## config.mk

```make
export PLATFORM = sky130hd
export DESIGN_NAME = ps_result_tx
export DESIGN_NICKNAME = d
export VERILOG_FILES = /design/src/rtl/ps_result_tx_pkg.sv /design/src/rtl/ps_result_tx_fifo.sv /design/src/rtl/ps_result_tx.sv
export SDC_FILE = /design/constraint.sdc
export NUM_CORES = 1
export LEC_CHECK = 0
export BUFFER_PORTS_ARGS = -buffer_cell sky130_fd_sc_hd__buf_4
export CORE_ASPECT_RATIO = 0.7
export CORE_MARGIN = 3
export CORE_UTILIZATION = 63
export CTS_BUF_LIST = sky130_fd_sc_hd__clkbuf_16
export CTS_CLUSTER_DIAMETER = 150
export DETAILED_ROUTE_END_ITERATION = 7
export MAX_ROUTING_LAYER = met4
export PLACE_DENSITY_LB_ADDON = 0.12
export SLEW_MARGIN = 5
export SYNTH_ARGS = -nofsm -noshare
export SYNTH_HDL_FRONTEND = slang
export SYNTH_SLANG_ARGS = --single-unit
```

## constraint.sdc

```tcl
create_clock -name CLK -period 14 [get_ports CLK]
set_clock_uncertainty 0.2 [all_clocks]
set_input_delay 1.4 -clock CLK [delete_from_list [all_inputs] [get_ports CLK]]
set_output_delay 1.4 -clock CLK [all_outputs]
set_load 0.02 [all_outputs]
```

## src/rtl/ps_result_tx_pkg.sv

```systemverilog
// ps_result_tx_pkg
//   Shared types and constants for the PS result mailbox transmitter.
//   - DATA_W  : width of one result word / channel data register
//   - state_e : handshake FSM states
//   - chan_w(): width of a channel index for a given channel count (min 1)
package ps_result_tx_pkg;

    localparam int DATA_W = 32;

    typedef enum logic [1:0] {
        ST_IDLE    = 2'd0,
        ST_REQ     = 2'd1,
        ST_RELEASE = 2'd2
    } state_e;

    function automatic int chan_w(input int n);
        return (n > 1) ? $clog2(n) : 1;
    endfunction

endpackage

```

## src/rtl/ps_result_tx_fifo.sv

```systemverilog
// ps_result_tx_fifo
//   Synchronous FIFO buffering {chan, data} entries ahead of the handshake FSM.
//   The head entry is held in a register (no fall-through): a push into an
//   empty FIFO makes the word visible on head_o one edge later.
// Ports:
//   CLK, RESETN    : clock, asynchronous active-low reset
//   push_i/wdata_i : write request and entry (ignored while full)
//   pop_i          : consume the head entry (ignored while empty)
//   head_o         : current head entry, valid while !empty_o
//   empty_o        : no entries stored
//   ready_o        : registered "not full", low while in reset
//   level_o        : registered occupancy
//   level_next_o   : occupancy after the coming edge
module ps_result_tx_fifo #(
    parameter int WIDTH = 34,
    parameter int DEPTH = 8
) (
    input  logic                     CLK,
    input  logic                     RESETN,
    input  logic                     push_i,
    input  logic [WIDTH-1:0]         wdata_i,
    input  logic                     pop_i,
    output logic [WIDTH-1:0]         head_o,
    output logic                     empty_o,
    output logic                     ready_o,
    output logic [$clog2(DEPTH):0]   level_o,
    output logic [$clog2(DEPTH):0]   level_next_o
);

    localparam int PTR_W = $clog2(DEPTH);
    localparam int LVL_W = PTR_W + 1;

    logic [WIDTH-1:0] mem_q [DEPTH];
    logic [WIDTH-1:0] head_q;
    logic [PTR_W-1:0] wr_ptr_q, rd_ptr_q, rd_ptr_inc;
    logic [LVL_W-1:0] count_q, count_d;
    logic             ready_q;
    logic             do_push, do_pop, head_from_wr;

    assign do_push    = push_i && (count_q != LVL_W'(DEPTH));
    assign do_pop     = pop_i && (count_q != '0);
    assign rd_ptr_inc = rd_ptr_q + PTR_W'(1);
    // The incoming word becomes the head when nothing else would be there
    // after this edge: FIFO empty, or its only entry is being popped.
    assign head_from_wr = do_push &&
                          ((count_q == '0) || (do_pop && (count_q == LVL_W'(1))));

    always_comb begin
        count_d = count_q;
        if (do_push && !do_pop) begin
            count_d = count_q + 1'b1;
        end else if (!do_push && do_pop) begin
            count_d = count_q - 1'b1;
        end
    end

    // Storage and head register: no reset so the array maps onto RAM.
    always_ff @(posedge CLK) begin
        if (do_push) begin
            mem_q[wr_ptr_q] <= wdata_i;
        end
        if (head_from_wr) begin
            head_q <= wdata_i;
        end else if (do_pop) begin
            head_q <= mem_q[rd_ptr_inc];
        end
    end

    always_ff @(posedge CLK or negedge RESETN) begin
        if (!RESETN) begin
            wr_ptr_q <= '0;
            rd_ptr_q <= '0;
            count_q  <= '0;
            ready_q  <= 1'b0;
        end else begin
            if (do_push) begin
                wr_ptr_q <= wr_ptr_q + PTR_W'(1);
            end
            if (do_pop) begin
                rd_ptr_q <= rd_ptr_inc;
            end
            count_q <= count_d;
            ready_q <= (count_d != LVL_W'(DEPTH));
        end
    end

    assign head_o       = head_q;
    assign empty_o      = (count_q == '0);
    assign ready_o      = ready_q;
    assign level_o      = count_q;
    assign level_next_o = count_d;

endmodule

```

## src/rtl/ps_result_tx.sv

```systemverilog
// ps_result_tx
//   PL-side transmitter for the PS result mailbox. Result words arrive on a
//   valid/ready stream, are buffered in a FIFO and delivered one at a time on
//   a per-channel data register with a four-phase intr/ack handshake.
//   Optional feature macro: PS_RESULT_TX_TIMEOUT_EN (abandon a word when no
//   acknowledge arrives within ACK_TIMEOUT cycles).
// Ports:
//   CLK, RESETN        : clock, asynchronous active-low reset
//   s_valid/s_ready    : input stream handshake (s_ready = !full, 0 in reset)
//   s_data, s_chan     : result word and target channel
//   data_out           : packed channel registers, channel k at [32k+31:32k]
//   intr_out, intr_ack : request / acknowledge per channel
//   clr_err            : clears the sticky error flags
//   err_chan           : sticky, a word addressed a nonexistent channel
//   err_timeout        : sticky, an acknowledge timed out
//   busy               : FIFO non-empty or a handshake in progress
//   fifo_level         : FIFO occupancy
module ps_result_tx
    import ps_result_tx_pkg::*;
#(
    parameter int number_outputs = 3,
    parameter int FIFO_DEPTH     = 8,
    parameter int ACK_TIMEOUT    = 1024
) (
    input  logic                                CLK,
    input  logic                                RESETN,
    input  logic                                s_valid,
    output logic                                s_ready,
    input  logic [DATA_W-1:0]                   s_data,
    input  logic [chan_w(number_outputs)-1:0]   s_chan,
    output logic [number_outputs*DATA_W-1:0]    data_out,
    output logic [number_outputs-1:0]           intr_out,
    input  logic [number_outputs-1:0]           intr_ack,
    input  logic                                clr_err,
    output logic                                err_chan,
    output logic                                err_timeout,
    output logic                                busy,
    output logic [$clog2(FIFO_DEPTH):0]         fifo_level
);

    localparam int CHAN_W  = chan_w(number_outputs);
    localparam int LVL_W   = $clog2(FIFO_DEPTH) + 1;
    localparam int ENTRY_W = CHAN_W + DATA_W;

    if (number_outputs < 1 || number_outputs > 16 || FIFO_DEPTH < 2 ||
        (FIFO_DEPTH & (FIFO_DEPTH - 1)) != 0 || ACK_TIMEOUT < 1) begin : g_cfg_check
        $error("ps_result_tx: unsupported parameter set");
    end

    // ------------------------------------------------------------------
    // Input buffer
    // ------------------------------------------------------------------
    logic [ENTRY_W-1:0] fifo_head;
    logic               fifo_empty, fifo_pop;
    logic [LVL_W-1:0]   level_next;
    logic [CHAN_W-1:0]  head_chan;
    logic [DATA_W-1:0]  head_data;

    ps_result_tx_fifo #(
        .WIDTH (ENTRY_W),
        .DEPTH (FIFO_DEPTH)
    ) u_fifo (
        .CLK          (CLK),
        .RESETN       (RESETN),
        .push_i       (s_valid && s_ready),
        .wdata_i      ({s_chan, s_data}),
        .pop_i        (fifo_pop),
        .head_o       (fifo_head),
        .empty_o      (fifo_empty),
        .ready_o      (s_ready),
        .level_o      (fifo_level),
        .level_next_o (level_next)
    );

    assign head_chan = fifo_head[ENTRY_W-1:DATA_W];
    assign head_data = fifo_head[DATA_W-1:0];

    // ------------------------------------------------------------------
    // Handshake FSM
    // ------------------------------------------------------------------
    state_e                    state_q, state_d;
    logic [CHAN_W-1:0]         chan_q, chan_d;
    logic [number_outputs-1:0] intr_q, intr_d;
    logic [DATA_W-1:0]         data_q [number_outputs];
    logic [DATA_W-1:0]         data_d [number_outputs];
    logic                      err_chan_q, err_chan_d, err_chan_set;
    logic                      busy_q, busy_d;
    logic                      ack_sel;

    // Acknowledge of the latched channel only; other channels are ignored.
    always_comb begin
        ack_sel = 1'b0;
        for (int k = 0; k < number_outputs; k++) begin
            if (int'(chan_q) == k) begin
                ack_sel = intr_ack[k];
            end
        end
    end

`ifdef PS_RESULT_TX_TIMEOUT_EN
    localparam int TO_W = $clog2(ACK_TIMEOUT) + 1;

    logic [TO_W-1:0] to_cnt_q, to_cnt_d;
    logic            err_to_q, err_to_d, to_set;

    // Counts cycles spent in REQ; it sits at zero elsewhere, so it is
    // already cleared on every REQ entry.
    always_comb begin
        to_cnt_d = '0;
        if (state_q == ST_REQ) begin
            to_cnt_d = to_cnt_q + 1'b1;
        end
    end

    always_ff @(posedge CLK or negedge RESETN) begin
        if (!RESETN) begin
            to_cnt_q <= '0;
            err_to_q <= 1'b0;
        end else begin
            to_cnt_q <= to_cnt_d;
            err_to_q <= err_to_d;
        end
    end

    assign err_to_d    = to_set ? 1'b1 : (clr_err ? 1'b0 : err_to_q);
    assign err_timeout = err_to_q;
`else
    assign err_timeout = 1'b0;
`endif

    always_comb begin
        state_d      = state_q;
        chan_d       = chan_q;
        intr_d       = intr_q;
        data_d       = data_q;
        fifo_pop     = 1'b0;
        err_chan_set = 1'b0;
`ifdef PS_RESULT_TX_TIMEOUT_EN
        to_set       = 1'b0;
`endif
        case (state_q)
            ST_IDLE: begin
                if (!fifo_empty) begin
                    fifo_pop = 1'b1;
                    if (int'(head_chan) < number_outputs) begin
                        intr_d = '0;
                        for (int k = 0; k < number_outputs; k++) begin
                            if (int'(head_chan) == k) begin
                                data_d[k] = head_data;
                                intr_d[k] = 1'b1;
                            end
                        end
                        chan_d  = head_chan;
                        state_d = ST_REQ;
                    end else begin
                        err_chan_set = 1'b1;
                    end
                end
            end
            ST_REQ: begin
                if (ack_sel) begin
                    intr_d  = '0;
                    state_d = ST_RELEASE;
                end
`ifdef PS_RESULT_TX_TIMEOUT_EN
                else if (to_cnt_q == TO_W'(ACK_TIMEOUT - 1)) begin
                    // Abandon the word; skip RELEASE since no ack is pending.
                    intr_d  = '0;
                    to_set  = 1'b1;
                    state_d = ST_IDLE;
                end
`endif
            end
            ST_RELEASE: begin
                if (!ack_sel) begin
                    state_d = ST_IDLE;
                end
            end
            default: begin
                intr_d  = '0;
                state_d = ST_IDLE;
            end
        endcase
    end

    assign err_chan_d = err_chan_set ? 1'b1 : (clr_err ? 1'b0 : err_chan_q);
    assign busy_d     = (level_next != '0) || (state_d != ST_IDLE);

    always_ff @(posedge CLK or negedge RESETN) begin
        if (!RESETN) begin
            state_q    <= ST_IDLE;
            chan_q     <= '0;
            intr_q     <= '0;
            err_chan_q <= 1'b0;
            busy_q     <= 1'b0;
            for (int k = 0; k < number_outputs; k++) begin
                data_q[k] <= '0;
            end
        end else begin
            state_q    <= state_d;
            chan_q     <= chan_d;
            intr_q     <= intr_d;
            err_chan_q <= err_chan_d;
            busy_q     <= busy_d;
            data_q     <= data_d;
        end
    end

    for (genvar gi = 0; gi < number_outputs; gi++) begin : g_data_out
        assign data_out[gi*DATA_W +: DATA_W] = data_q[gi];
    end

    assign intr_out = intr_q;
    assign err_chan = err_chan_q;
    assign busy     = busy_q;

endmodule

```

; Word-level counts from Yosys, hierarchy flattened
; Memory sizes are Yosys's and may differ from the RTL's.
; Cells that the tools add are included.
; W data, S select, Z words.
[classes]
n_eq_ne = 12
add_sub_neg = 4
n_shift = 0
n_mux = 28
multipliers = 0
order_cmp = 1
n_reduce_logical = 25
div = 0
bitwise_logic = 2
[op_table]
columns = op, count
row1 = $mux W34, 2
row2 = $reduce_and A4 Y1, 4
row3 = $mux W1, 15
row4 = $eq A2 B2 Y1 const B, 5
row5 = $mux W3, 3
row6 = $pmux W3 S3, 1
row7 = $mux W2, 4
row8 = $mux W4, 2
row9 = $ne A4 B4 Y1 const B, 2
row10 = $reduce_bool A4 Y1, 2
row11 = $logic_and A1 B1 Y1, 7
row12 = $add A3 B1 Y3 const B, 2
row13 = $logic_not A2 Y1, 3
row14 = $ne A2 B2 Y1 const B, 3
row15 = $pmux W2 S3, 1
row16 = $reduce_bool A2 Y1, 3
row17 = $add A4 B1 Y4 const B, 1
row18 = $eq A4 B1 Y1 const B, 1
row19 = $logic_not A4 Y1, 1
row20 = $sub A4 B1 Y4 const B, 1
row21 = $reduce_and A3 Y1, 1
row22 = $eq A2 B1 Y1 const B, 1
row23 = $logic_not A1 Y1, 2
row24 = $logic_or A1 B1 Y1, 2
row25 = other kinds (2), 3
[word_totals]
latchBits = 0
memories = 1
regBits = 150
output_inout_bits = 107
ram_bits = 272
romBits = 0
[memory_table]
columns = memory, words, width, read_ports, rd_clocked_by_memory_dff, write_ports, line
row1 = u_fifo.mem_q, 8, 34, 1, 0, 1, ps_result_tx_fifo.sv:33  ; logic [WIDTH-1:0] mem_q [DEPTH];

; Longest topological paths before layout
[depth]
ltp_word = 9
depth_mapped = 9
ltp_nobuf = 7

; Modules after synthesis
; A second synthesis with hierarchy kept.
[hier_totals]
cells_unflattened = 842
hier_area_um2 = 16564.6
[by_module_without_submodules]
columns = mod, area_per_inst_um2, instances, cells_per_inst
row1 = ps_result_tx_fifo, 12261.8, 1, 588
row2 = ps_result_tx, 4302.9, 1, 254

; Least setup slack after synthesis
; No wires, ideal clock.
[synth_timing]
path_type = in2reg
from = in s_valid
to = mem u_fifo.mem_q[0][0], enable pin
arrival_ns = 4.934
path_slack_ns = 8.356
setup_time_ns = 0.510
path_stages = 3
path_cell_list = and2_1 nand2_4 nor4_1
[synth_between]
elab_chain_len = 4
[synth_rtl]
columns = element, line
row1 = start: declaration, ps_result_tx.sv:27  ; input logic s_valid,
row2 = $logic_and A1 B1 Y1, ps_result_tx.sv:65  ; .push_i (s_valid && s_ready),
row3 = $logic_and A1 B1 Y1, ps_result_tx_fifo.sv:40  ; assign do_push = push_i && (count_q != LVL_W'(DEPTH));
row4 = $mux W1, ps_result_tx_fifo.sv:59  ; if (do_push) begin
row5 = $mux W1 (not written as such), ps_result_tx_fifo.sv:60  ; mem_q[wr_ptr_q] <= wdata_i;
row6 = end: declaration, ps_result_tx_fifo.sv:33
; No other way between the ends.

; Final worst setup path
[layout_timing]
from = in s_valid
to = reg u_fifo.head_q[26] (netlist: u_fifo.head_o[26]), enable pin
[layout_between]
elab_chain_len = 4
[layout_rtl]
columns = element, line
row1 = $logic_and A1 B1 Y1, ps_result_tx.sv:65
row2 = $logic_and A1 B1 Y1, ps_result_tx_fifo.sv:40
row3 = $logic_and A1 B1 Y1, ps_result_tx_fifo.sv:45  ; assign head_from_wr = do_push &&
row4 = $reduce_bool A2 Y1 (no source line), -
row5 = end signal: assignment, ps_result_tx_fifo.sv:63  ; head_q <= wdata_i;
row6 = end signal: assignment, ps_result_tx_fifo.sv:65  ; head_q <= mem_q[rd_ptr_inc];
row7 = end: declaration, ps_result_tx_fifo.sv:34  ; logic [WIDTH-1:0] head_q;
; No other way between the ends.
; A chain may end at the register's enable or synchronous reset.

==> flow_metrics.env <==
export IMPL_synth_avg_cell_area_um2=19.9
export IMPL_tns_ps=0
export IMPL_p_per_area_mw_per_mm2=251
export IMPL_cts_setup_buffers=0
export IMPL_maxCapViolCount=0
export IMPL_synth_edf_count=306
export IMPL_htreeDepth=2
export IMPL_row_count=48
export IMPL_cts_buffer_depth=3
export IMPL_irDropWorstVdd_mv=0.193
export IMPL_grt_max_degree=79
export IMPL_die_w_um=198
export IMPL_drcViolationCount=0
export IMPL_ant_nets=0
export IMPL_numCtsBuffers=39
export IMPL_gp_congestion=0.828
export IMPL_hold_viol_final=0
export IMPL_nNetsFinal=1030
export IMPL_slew_headroom=0.312
export IMPL_ys_seq_area_frac=0.743
export IMPL_setup_viol=0
export IMPL_start_kind="primary input"
export IMPL_synth_nets=865
export IMPL_die_h_um=140
export IMPL_final_cells=1337
export IMPL_p_leak_nw=7.02
export IMPL_first_pass_iters=5
export IMPL_cp_required_ps=14000
export IMPL_grt_pass1_vias=8494
export IMPL_synthToLayoutAreaGrowth_pct=15.7
export IMPL_dp_slack_ps=9570
export IMPL_dp_hpwl_um=20100
export IMPL_cts_tree="built"
export IMPL_globalRouteOverflowTotal=0
export IMPL_timing_final_crit_share=0.279
export IMPL_hold_buffers=0
export IMPL_ys_warn_count=0
export IMPL_rsz0062_at_grt="false"
export IMPL_period_needed_ps=3900
export IMPL_async_reset_ff_frac=0.275
export IMPL_drtIter0Drc=822
export IMPL_wirelength_um=33000
export IMPL_worstPathArrival_ps=3900
export IMPL_ys_ff_latch=422
export IMPL_drive_gt1_frac=0.372
export IMPL_fmax_mhz=256
export IMPL_dp_cells=1268
export IMPL_antenna_found_initial=2
export IMPL_grt_pass1_wl_um=50700
export IMPL_tightestPinTransition_ps=1030
export IMPL_path_class="primary input to flop"
export IMPL_core_area_mm2=0.0250
export IMPL_min_path_type="flop to flop"
export IMPL_status="finished clean"
export IMPL_worst_slack_ps=10100
export IMPL_io_pins=148
export IMPL_wl_per_cell_um=24.7
export IMPL_synth_area_mm2=0.0163
export IMPL_numPortBuffers=146
export IMPL_cts_resized=0
export IMPL_cts_num_sinks=422
export IMPL_cts_root_buffer="clkbuf_16"
export IMPL_initial_core_util=0.650
export IMPL_synth_cell_type_count=50
export IMPL_cp_end_kind="flop"
export IMPL_antenna_cells=0
export IMPL_die_area_mm2=0.0278
export IMPL_clk_latency_ps=530
export IMPL_viasPerCell=6.19
export IMPL_cts_clk_slew_worst_paths_ps=60
export IMPL_synthFlopType="edfxtp_1"
export IMPL_vias=8271
export IMPL_postSynthCellCount=819
export IMPL_worstPathMaxFanout=69
export IMPL_finalPower_mw=4.72
export IMPL_globalRouteTotalUtil=0.252
export IMPL_maxSlewViolCount=0
## logic make-up (layout without fill, tap and decap cells)
kind of cell | after synthesis | after routing | share of synthesized area
flip-flops | 422 | 422 | 0.743
multiplexers | 200 | 200 | 0.184
AND/OR/NAND/NOR | 86 | 86 | 0.0281
AO/OA/AOI/OAI | 55 | 55 | 0.0196
buffers and inverters | 42 | 235 | 0.0165
XOR/XNOR | 8 | 8 | 0.00477
adder cells (fa/ha/maj) | 5 | 5 | 0.00384
other | 1 | 1 | 0.000230
## per-layer routing
layer | share of wire | wire length [um] | global-route usage
met5 | 0 | 0 | -
met4 | 0.021 | 705 | 0.0651
met3 | 0.084 | 2760 | 0.0457
met2 | 0.46 | 15100 | 0.363
met1 | 0.44 | 14500 | 0.384
## state kept, by name, indices dropped and copies added (netlist names), 3 cells and up
signal and cells:
data_out 96, u_fifo.level_o 4, u_fifo.wr_ptr_q 3, u_fifo.rd_ptr_q 3, u_fifo.mem_q 272, u_fifo.head_o 34, intr_out 3
## area by class of cell
type                            count  area, um2
Fill cell                        1379       6220
Sequential cell                   422      12100
Multi-Input combinational cell    355       3970
Clock buffer                       39        976
Clock inverter                     30        150
Inverter                            5       18.8
Timing Repair Buffer              161       1210
Tap cell                          325        407
## layout by cell type, fill, tap and decap left out, drive strengths merged, types with 2 or more instances in the layout
master / n
clkbuf: 39
edfxtp: 306
o211ai: 3
a211oi: 3
mux2i: 35
o21ai: 2
nand2b: 3
dfrtp: 116
xor2: 2
ha: 5
nor2: 46
nor3: 5
o21a: 2
mux4: 68
nor2b: 2
clkinv: 9
nand3: 4
inv: 25
a22o: 2
xnor2: 6
mux2: 97
nand2: 15
buf: 161
or3: 2
o22ai: 3
a21oi: 35
## cells in the mapped netlist (4+ instances only)
master | instances | area share
mux2i_1 | 35 | 0.022
edfxtp_1 | 306 | 0.56
buf_2 | 14 | 0.0043
mux2_2 | 74 | 0.051
dfrtp_1 | 116 | 0.18
mux2_4 | 6 | 0.0055
nand2_4 | 4 | 0.0028
nor3_1 | 4 | 0.0012
mux4_2 | 68 | 0.094
xnor2_1 | 6 | 0.0032
nor2_1 | 43 | 0.0099
inv_1 | 5 | 0.0012
mux2_1 | 17 | 0.012
nand3_1 | 4 | 0.0012
nand2_1 | 11 | 0.0025
a21oi_1 | 35 | 0.011
buf_6 | 11 | 0.0076
clkbuf_1 | 8 | 0.0018
ha_1 | 5 | 0.0038
## critical path, stage by stage
cell	delay, ps
buf_4	80
and2_1	210
nand2_4	120
or3_2	470
buf_4	340
nand2_1	800
buf_4	410
## metrics by stage
step,area [um2],utilization,hold slack (ps)
6_report,18800,0.752,293
4_1_cts,18800,0.752,301
5_1_grt,18800,0.752,316
3_3_place_gp,17700,0.707,275
3_5_place_dp,17700,0.707,287
2_1_floorplan,16300,-,270
## worst paths after layout
| kind | endpoint | cells after the start | startpoint | slack [ps] |
|---|---|---|---|---|
| setup / recovery | u_fifo.head_o[26] | 7 | s_valid | 10100 |
| hold / removal | data_out[92] | 1 | data_out[92] | 290 |
| setup reg to reg | u_fifo.head_o[26] | 8 | u_fifo.level_o[0] | 10230 |
| hold reg to reg | data_out[92] | 1 | data_out[92] | 290 |
| max in group asynchronous | data_out[69] | 2 | RESETN | 11590 |
| min in group asynchronous | data_out[60] | 1 | RESETN | 650 |
## where the power goes
part,leakage [nW],switching [mW],internal [mW]
logic,2.24,0.919,0.839
clock network,0.615,0.425,0.523
registers,4.16,0.262,1.76
total,7.02,1.61,3.12
(Power assumes the default switching activity.)
